$ cat src/rtl/data_mem_ctrl_if.sv
// Request/response bus between the MEM stage and the data-memory load/store front end.
interface data_mem_ctrl_if;
    logic        i_valid;
    logic        i_we;
    logic [1:0]  i_size;
    logic        i_unsigned;
    logic [31:0] i_addr;
    logic [31:0] i_wdata;
    logic        o_ready;
    logic        o_rvalid;
    logic [31:0] o_rdata;
    logic        o_err;

    modport master (
        output i_valid, i_we, i_size, i_unsigned, i_addr, i_wdata,
        input  o_ready, o_rvalid, o_rdata, o_err
    );

    modport slave (
        input  i_valid, i_we, i_size, i_unsigned, i_addr, i_wdata,
        output o_ready, o_rvalid, o_rdata, o_err
    );
endinterface

$ cat src/rtl/data_mem_ctrl.sv
// Load/store front end for the MIPS data memory: lane alignment, range/misalignment
// rejection and load extension around a byte-enable BRAM with a one-cycle registered read.
module data_mem_ctrl #(
    parameter int NB_COL    = 4,
    parameter int COL_WIDTH = 8,
    parameter int RAM_DEPTH = 512,
    localparam int AW = $clog2(RAM_DEPTH),
    localparam int DW = NB_COL * COL_WIDTH
) (
    input  logic              i_clk,
    input  logic              i_rst,
    data_mem_ctrl_if.slave    bus,
    output logic [AW-1:0]     o_ram_waddr,
    output logic [AW-1:0]     o_ram_raddr,
    output logic [DW-1:0]     o_ram_din,
    output logic [NB_COL-1:0] o_ram_wen,
    output logic              o_ram_ren,
    input  logic [DW-1:0]     i_ram_dout
);

    localparam logic [31:0] DEPTH_U = 32'(RAM_DEPTH);

    typedef enum logic [1:0] {ST_IDLE, ST_ACCESS, ST_WAIT} state_t;

    function automatic logic [NB_COL-1:0] lane_wen(input logic [1:0] size, input logic [1:0] off);
        case (size)
            2'b00:   lane_wen = 4'b0001 << off;
            2'b01:   lane_wen = off[1] ? 4'b1100 : 4'b0011;
            default: lane_wen = 4'b1111;
        endcase
    endfunction

    function automatic logic [DW-1:0] lane_din(input logic [1:0] size, input logic [31:0] wdata);
        case (size)
            2'b00:   lane_din = {4{wdata[7:0]}};
            2'b01:   lane_din = {2{wdata[15:0]}};
            default: lane_din = wdata;
        endcase
    endfunction

    function automatic logic [31:0] load_extend(input logic [1:0] size, input logic [1:0] off,
                                                input logic uns, input logic [DW-1:0] dout);
        logic [7:0]  b;
        logic [15:0] h;
        b = dout[{off, 3'b000} +: 8];
        h = off[1] ? dout[31:16] : dout[15:0];
        case (size)
            2'b00:   load_extend = uns ? {24'b0, b} : {{24{b[7]}}, b};
            2'b01:   load_extend = uns ? {16'b0, h} : {{16{h[15]}}, h};
            default: load_extend = dout;
        endcase
    endfunction

    state_t              state;
    logic                we_p1;
    logic [1:0]          size_p1;
    logic [1:0]          off_p1;
    logic                uns_p1;
    logic [AW-1:0]       waddr_p1;
    logic [DW-1:0]       din_p1;
    logic [NB_COL-1:0]   wen_p1;
    logic                ren_p1;
    logic                err_p1;
    logic                rvalid_p2;
    logic [31:0]         rdata_p2;
    logic                req_err;

    assign req_err = (bus.i_size == 2'b11)
                   | ((bus.i_size == 2'b01) & bus.i_addr[0])
                   | ((bus.i_size == 2'b10) & (|bus.i_addr[1:0]))
                   | ({2'b00, bus.i_addr[31:2]} >= DEPTH_U);

    always_ff @(posedge i_clk) begin
        if (i_rst) begin
            state     <= ST_IDLE;
            wen_p1    <= '0;
            ren_p1    <= 1'b0;
            waddr_p1  <= '0;
            din_p1    <= '0;
            err_p1    <= 1'b0;
            rvalid_p2 <= 1'b0;
            rdata_p2  <= '0;
        end else begin
            wen_p1    <= '0;
            ren_p1    <= 1'b0;
            waddr_p1  <= '0;
            din_p1    <= '0;
            err_p1    <= 1'b0;
            rvalid_p2 <= 1'b0;
            unique case (state)
                // p0 -> p1: accept, check and register the request with its BRAM drive
                ST_IDLE: begin
                    if (bus.i_valid) begin
                        if (req_err) begin
                            err_p1 <= 1'b1;
                        end else begin
                            we_p1    <= bus.i_we;
                            size_p1  <= bus.i_size;
                            off_p1   <= bus.i_addr[1:0];
                            uns_p1   <= bus.i_unsigned;
                            waddr_p1 <= bus.i_addr[AW+1:2];
                            if (bus.i_we) begin
                                wen_p1 <= lane_wen(bus.i_size, bus.i_addr[1:0]);
                                din_p1 <= lane_din(bus.i_size, bus.i_wdata);
                            end else begin
                                ren_p1 <= 1'b1;
                            end
                            state <= ST_ACCESS;
                        end
                    end
                end
                ST_ACCESS: state <= we_p1 ? ST_IDLE : ST_WAIT;
                // p1 -> p2: BRAM data is valid, extract and extend the load result
                ST_WAIT: begin
                    rdata_p2  <= load_extend(size_p1, off_p1, uns_p1, i_ram_dout);
                    rvalid_p2 <= 1'b1;
                    state     <= ST_IDLE;
                end
                default: state <= ST_IDLE;
            endcase
        end
    end

    // A store sitting in ACCESS while reset is asserted must not reach the array.
    assign o_ram_wen   = i_rst ? '0 : wen_p1;
    assign o_ram_ren   = ren_p1;
    assign o_ram_waddr = waddr_p1;
    assign o_ram_raddr = waddr_p1;
    assign o_ram_din   = din_p1;

    assign bus.o_ready  = (state == ST_IDLE);
    assign bus.o_rvalid = rvalid_p2;
    assign bus.o_rdata  = rdata_p2;
    assign bus.o_err    = err_p1;

endmodule

$ cat src/flat_wrapper.sv
// flat-port wrapper written by rule: the top's interface ports become plain ports
module data_mem_ctrl_flat 
#(
    parameter int NB_COL    = 4,
    parameter int COL_WIDTH = 8,
    parameter int RAM_DEPTH = 512,
    localparam int AW = $clog2(RAM_DEPTH),
    localparam int DW = NB_COL * COL_WIDTH
)
  (i_clk, i_rst, o_ram_waddr, o_ram_raddr, o_ram_din, o_ram_wen, o_ram_ren, i_ram_dout, bus_i_valid, bus_i_we, bus_i_size, bus_i_unsigned, bus_i_addr, bus_i_wdata, bus_o_ready, bus_o_rvalid, bus_o_rdata, bus_o_err);
  data_mem_ctrl_if bus_i ();
  input  logic i_clk;
  input  logic i_rst;
  output logic [AW-1:0] o_ram_waddr;
  output logic [AW-1:0] o_ram_raddr;
  output logic [DW-1:0] o_ram_din;
  output logic [NB_COL-1:0] o_ram_wen;
  output logic o_ram_ren;
  input  logic [DW-1:0] i_ram_dout;
  input wire logic [$bits(bus_i.i_valid)-1:0] bus_i_valid;
  input wire logic [$bits(bus_i.i_we)-1:0] bus_i_we;
  input wire logic [$bits(bus_i.i_size)-1:0] bus_i_size;
  input wire logic [$bits(bus_i.i_unsigned)-1:0] bus_i_unsigned;
  input wire logic [$bits(bus_i.i_addr)-1:0] bus_i_addr;
  input wire logic [$bits(bus_i.i_wdata)-1:0] bus_i_wdata;
  output wire logic [$bits(bus_i.o_ready)-1:0] bus_o_ready;
  output wire logic [$bits(bus_i.o_rvalid)-1:0] bus_o_rvalid;
  output wire logic [$bits(bus_i.o_rdata)-1:0] bus_o_rdata;
  output wire logic [$bits(bus_i.o_err)-1:0] bus_o_err;
  assign bus_i.i_valid = bus_i_valid;
  assign bus_i.i_we = bus_i_we;
  assign bus_i.i_size = bus_i_size;
  assign bus_i.i_unsigned = bus_i_unsigned;
  assign bus_i.i_addr = bus_i_addr;
  assign bus_i.i_wdata = bus_i_wdata;
  assign bus_o_ready = bus_i.o_ready;
  assign bus_o_rvalid = bus_i.o_rvalid;
  assign bus_o_rdata = bus_i.o_rdata;
  assign bus_o_err = bus_i.o_err;
  data_mem_ctrl #(.NB_COL(NB_COL), .COL_WIDTH(COL_WIDTH), .RAM_DEPTH(RAM_DEPTH)) u_core (.i_clk(i_clk), .i_rst(i_rst), .bus(bus_i), .o_ram_waddr(o_ram_waddr), .o_ram_raddr(o_ram_raddr), .o_ram_din(o_ram_din), .o_ram_wen(o_ram_wen), .o_ram_ren(o_ram_ren), .i_ram_dout(i_ram_dout));
endmodule
$ cat config.mk
export PLATFORM = sky130hd
export DESIGN_NAME = data_mem_ctrl_flat
export DESIGN_NICKNAME = d
export VERILOG_FILES = /design/src/rtl/data_mem_ctrl_if.sv /design/src/rtl/data_mem_ctrl.sv /design/src/flat_wrapper.sv
export SDC_FILE = /design/constraint.sdc
export NUM_CORES = 1
export LEC_CHECK = 0
export ABC_AREA = 0
export CORE_UTILIZATION = 43
export DETAILED_ROUTE_END_ITERATION = 8
export PLACE_DENSITY = 0.91
export REMOVE_ABC_BUFFERS = 1
export SLEW_MARGIN = 0
export SYNTH_ARGS = -nofsm -noshare
export SYNTH_HDL_FRONTEND = slang
export SYNTH_SLANG_ARGS = --single-unit
$ cat constraint.sdc
create_clock -name i_clk -period 5.6 [get_ports i_clk]
set_input_delay 1.68 -clock i_clk [delete_from_list [all_inputs] [get_ports i_clk]]
set_output_delay 1.68 -clock i_clk [all_outputs]
set_load 0.01 [all_outputs]
==> flow_summary.toml, run 1 <==
[critical_path]
crit_start = "i_rst"
startpoint_type = "input port"
critPathMaxFanout = 6
crit_buf_inv = 2
crit_path_cell_trace = "clkdlybuf4s50_1 > nor2b_1 > clkdlybuf4s50_1"
worst_path_dominant_cell_family = "buffers and inverters"
crit_path_top_delay_cell = "clkdlybuf4s50_1"
crit_arrival_ns = 2.94
cp_common_cell = "clkdlybuf4s50_1"
rr_worst_depth = 3
crit_path_end_kind = "output port"
reg2reg_slack_ns = 3.43
path_class = "in -> out"
timing.rr.start = "u_core.off_p1[1]"
crit_cells = 3
max_stage_delay_ns = 0.55
worst_r2r_endpoint = "u_core.bus.o_rdata[9]"
cp-endpoint = "o_ram_wen[2]"
required_ns = 3.92

[sta]
grt_setup_unrepaired = "false"
timing.fmax_mhz = 216.5
hold_viol = 0
period_share = 0.8247
fin_skew_ns = 0.01061
min_period_ns = 4.618
tightest_slew_ns = 0.8639
setup-tns-final_ns = 0
slew_violations = 0
setup_violations = 0
slew_headroom = 0.4223

[yosys]
synth-seq-area-share = 0.4914
synthArstFlopShare = 0
avgSynthCellArea_sq_um = 9.433
ys_types = 36
yosysWarnings = 0
ys_ff_latch = 88
synth_area_sq_um = 3707
synth_edf_count = 6
syn_inst = 393
synth-main-ff-cell = "dfxtp_1"

[global_routing]
grt_pass1_vias = 3426
grtUsageTotal = 0.2474
grt_max_degree = 48
grt_overflow = 0
antenna_found_initial = 0
grt_pass1_wl_um = 16830

[cts]
cts_resized = 0
cts-buffers-inserted = 9
cts_setup_buffers = 0
htree_levels = 3
cts_sinks = 88
postCtsHoldBufs = 0
cts-root-buf = "clkbuf_8"
path_clk_slew_ns = 0.09
clock_latency_ns = 0.35
cts_tree = "yes"
cts_buffer_depth = 2

[placed_design]
finalWeightedCongestion = 0.8508
io_buffers = 192
dp_hpwl_um = 8276

[detailed_routing]
drt-initial-drc-count = 116
drt_pass1_iterations = 5
wl_per_cell_um = 16.45
detail_route.vias_per_cell = 5.304
drt_wl_total_um = 11090
route.detailed.drc = 0
ant_nets = 0
num_vias = 3575

[pwr]
p_total_mw = 1.169
p_leak_nw = 2.151
p_per_area_nw_per_um2 = 201.9
peakVddDrop_uv = 114.6

[layout]
syn_to_final_growth_pct = 56.13
fin_nets = 667
final_layout_size_suffix_gt1_frac = 0.07206
finish.utilization = 0.6974
diodes = 0

[floorplan]
ioPinCount = 193
rows = 33
initial_core_util = 0.4467
dieHeight_um = 94.85
die_x_um = 94.85
design.core.area_sq_um = 8299
dieArea_sq_um = 8997

[run_status]
outcome = "finished clean"

[flow_run]
drv_cap = 0

[min_path]
hold_class = "reg -> reg"
-- layer usage --
layer,vias up,global-route usage,wire [um]
li1,1708,-,-
met1,1651,0.2694,4166
met2,193,0.4472,5590
met3,23,0.07568,1111
met4,0,0.09217,221
met5,-,0,0
-- report_power, final --
group	total (mW)	switching, mW	internal, mW	leakage [nW]
combinational	0.131	0.0486	0.0824	1.35
clock	0.405	0.228	0.177	0.0905
sequential	0.632	0.0000800	0.632	0.714
-- registers in the layout, summed over array words and instances (netlist names) --
register	cells
u_core.bus.o_rvalid	1
u_core.o_ram_din	32
u_core.wen_p1	4
u_core.off_p1	2
u_core.uns_p1	1
u_core.size_p1	2
u_core.bus.o_rdata	32
u_core.state	2
u_core.we_p1	1
u_core.o_ram_raddr	9
u_core.o_ram_ren	1
u_core.bus.o_err	1
-- how the worst min path moves through the flow --
stage                 startpoint              end  slack [ns]  cells after the start
CTS                 u_core.we_p1  u_core.state[1]        0.41                      1
finish              u_core.we_p1  u_core.state[1]        0.41                      1
global route        u_core.we_p1  u_core.state[1]        0.42                      1
floorplan           u_core.we_p1  u_core.state[1]        0.39                      1
global placement    u_core.we_p1  u_core.state[1]        0.39                      1
detailed placement  u_core.we_p1  u_core.state[1]        0.41                      1
-- area by class of cell --
cell class / instances / area (sq um)
tap: 105 / 131.4
clock inverter: 5 / 40.04
timing repair buffer: 198 / 1967
sequential: 88 / 1822
fill: 634 / 2511
inverter: 2 / 7.507
clock buffer: 11 / 141.4
multi-input combinational: 265 / 1679
-- cell usage in the layout, fill, tap and decap left out, types with 2 or more instances in the layout --
master / synthesis / routed
clkbuf_8: 0 / 10
o21bai_1: 2 / 2
inv_1: 2 / 2
a2bb2oi_1: 6 / 6
nor2b_1: 6 / 5
mux2i_1: 25 / 25
nand2b_1: 6 / 6
mux2_2: 6 / 6
buf_4: 9 / 6
and3_1: 11 / 11
nor3_1: 2 / 2
and2_1: 15 / 15
nand4_1: 2 / 2
o21ai_0: 18 / 18
edfxtp_1: 6 / 6
a21oi_1: 24 / 24
dfxtp_1: 82 / 82
a211oi_2: 10 / 10
nand3b_1: 8 / 8
nand2_1: 30 / 30
clkdlybuf4s50_1: 0 / 192
nor4_1: 5 / 5
clkinv_4: 0 / 2
a211oi_1: 22 / 22
nor2_1: 57 / 57
-- Yosys cell counts, types with 8 or more instances --
cell	n	area share
dfxtp_1	82	0.44
nor2_1	57	0.058
nand2_1	30	0.030
mux2i_1	25	0.067
a21oi_1	24	0.032
a211oi_1	22	0.045
o21ai_0	18	0.024
clkbuf_1	16	0.016
and2_1	15	0.025
and3_1	11	0.019
a211oi_2	10	0.034
buf_4	9	0.018
buf_2	8	0.011
nand3b_1	8	0.016
-- per-stage QoR --
step / instance area [sq um] / instances / setup WS, ns / hold slack (ns)
floorplan: 3506 / 355 / 2.062 / 0.3906
global placement: 5607 / 658 / 0.9703 / 0.3949
detailed placement: 5607 / 658 / 0.9436 / 0.4137
CTS: 5788 / 674 / 0.9354 / 0.4127
global route: 5788 / 674 / 0.8747 / 0.4219
finish: 5788 / 674 / 0.9816 / 0.4112
-- cell families (layout without fill, tap and decap cells) --
family                 after synthesis  in the layout  share of synthesized area
AOI/OAI and AO/OA                   87             87                     0.1667
DFF                                 88             88                     0.4914
and+or+nand+nor                    146            146                     0.1937
muxes                               32             32                    0.09180
buffers and inverters               40            216                    0.05636
Power figures use the tool's default switching activity.
==> inputs of run 2 (changes only) <==
CORE_UTILIZATION = 36   (was 43)
PLACE_DENSITY = 0.82   (was 0.91)
clock period = 3.9 ns   (was 5.6 ns; I/O delays follow)
==> run 2 against run 1 <==
Sequential cell count unchanged; count of clock-buffer cells in the layout shrank 2; total power grew 46%; clock power grew 50%; critical path type unchanged.
==> flow_summary.toml, run 2 (synthesis gave the netlist of run 1 again) <==
[floorplan]
initial_core_util = 0.3758
rows = 36
die_x_um = 103.5
dieHeight_um = 103.5
design.core.area_sq_um = 9864
dieArea_sq_um = 10710
ioPinCount = 193

[cts]
cts_tree = "yes"
cts_sinks = 88
cts-root-buf = "clkbuf_8"
clock_latency_ns = 0.35
cts_resized = 0
cts_buffer_depth = 2
path_clk_slew_ns = 0.09
cts-buffers-inserted = 9
cts_setup_buffers = 0
postCtsHoldBufs = 0
htree_levels = 3

[placed_design]
finalWeightedCongestion = 0.8303
placed_area_sq_um = 5664
io_buffers = 192
dp_hpwl_um = 8392

[detailed_routing]
detail_route.vias_per_cell = 5.026
drt-initial-drc-count = 116
wl_per_cell_um = 15.83
drt_pass1_iterations = 4
route.detailed.drc = 0
ant_nets = 0
num_vias = 3543
drt_wl_total_um = 11160

[layout]
seqCellArea_sq_um = 1822
final_layout_size_suffix_gt1_frac = 0.07867
design_area_sq_um = 5849
multi_input_area_sq_um = 1679
fin_nets = 670
diodes = 0
fill_cells = 838
layout_common_cells = "192 x clkdlybuf4s50_1, 82 x dfxtp_1, 57 x nor2_1"
final_common_cell = "clkdlybuf4s50_1"
syn_to_final_growth_pct = 57.78

[sta]
tightest_slew_ns = 0.7370
min_period_ns = 3.503
hold_viol = 0
slew_headroom = 0.5087
setup-tns-final_ns = 0
timing.fmax_mhz = 285.5
grt_setup_unrepaired = "false"
period_share = 0.8981
slew_violations = 0
fin_skew_ns = 0.01161
setup_violations = 0

[critical_path]
cp-endpoint = "o_ram_wen[1]"
crit_arrival_ns = 2.33
rr_worst_depth = 3
timing.rr.start = "u_core.off_p1[1]"
path_class = "in -> out"
crit_start = "i_rst"
worst_r2r_endpoint = "u_core.bus.o_rdata[13]"
crit_path_end_kind = "output port"
critPathMaxFanout = 5
startpoint_type = "input port"
reg2reg_slack_ns = 1.70
required_ns = 2.73

[pwr]
p_leak_nw = 2.169
peakVddDrop_uv = 152.6
p_total_mw = 1.701
p_per_area_nw_per_um2 = 290.8

[min_path]
hold_class = "reg -> reg"

[global_routing]
grt_max_degree = 48
grt_pass1_vias = 3406
antenna_found_initial = 0
grtUsageTotal = 0.2077
grt_pass1_wl_um = 16730
grt_overflow = 0

[flow_run]
drv_cap = 0

[run_status]
outcome = "finished clean"
run 2: cell types whose count changed in the layout (fill, tap and decap cells not counted), sizes merged:
| cell | delta |
|---|---|
| buf | +3 |
| inv | +3 |
| clkbuf | -2 |
| clkinv | -1 |
run 2: power breakdown:
part	switching [mW]	leakage, nW	internal [mW]
registers	0.000116	0.714	0.908
logic	0.0683	1.36	0.119
clock network	0.360	0.0945	0.246
run 2: area by class of cell:
class,instances,share of cell area
clock buffer,9,0.02118
clock inverter,7,0.01048
inverter,2,0.001283
multi-input combinational,265,0.2871
sequential,88,0.3114
tap,133,0.02845
timing repair buffer,201,0.3401
run 2: critical path, cell delays in order:
cell and delay (ns):
clkdlybuf4s50_1 0.48, nor2b_1 0.14, clkdlybuf4s50_1 0.55
run 2: per-stage QoR:
stage,hold slack [ns],cells,utilization,worst slack [ns]
2_1_floorplan,0.3906,355,-,0.6993
3_3_place_gp,0.4029,689,0.5742,0.4094
3_5_place_dp,0.4051,689,0.5742,0.3857
4_1_cts,0.4201,705,0.5930,0.3809
5_1_grt,0.4450,705,0.5930,0.3295
6_report,0.4187,705,0.5930,0.3974
run 2: worst min path at each step:
| stage | startpoint | to | slack, ns | cells past startpoint |
|---|---|---|---|---|
| final | u_core.we_p1 | u_core.state[1] | 0.42 | 1 |
| after global routing | u_core.we_p1 | u_core.state[1] | 0.44 | 1 |
| after CTS | u_core.we_p1 | u_core.state[1] | 0.42 | 1 |
| after detailed placement | u_core.we_p1 | u_core.state[1] | 0.41 | 1 |
| after global placement | u_core.we_p1 | u_core.state[1] | 0.40 | 1 |
| after floorplan | u_core.we_p1 | u_core.state[1] | 0.39 | 1 |
run 2: routing by layer:
layer,GRT usage,vias to the layer above,routed length (um)
met5,0,-,0
li1,-,1711,-
met3,0.08266,17,1199
met2,0.3637,162,5412
met1,0.2207,1653,4329
met4,0.09101,0,216
==> inputs of run 3 (changes only) <==
CAP_MARGIN = 0   (was default)
==> results of run 3 <==
Final layout, timing and power as in run 2 (identical DEF).
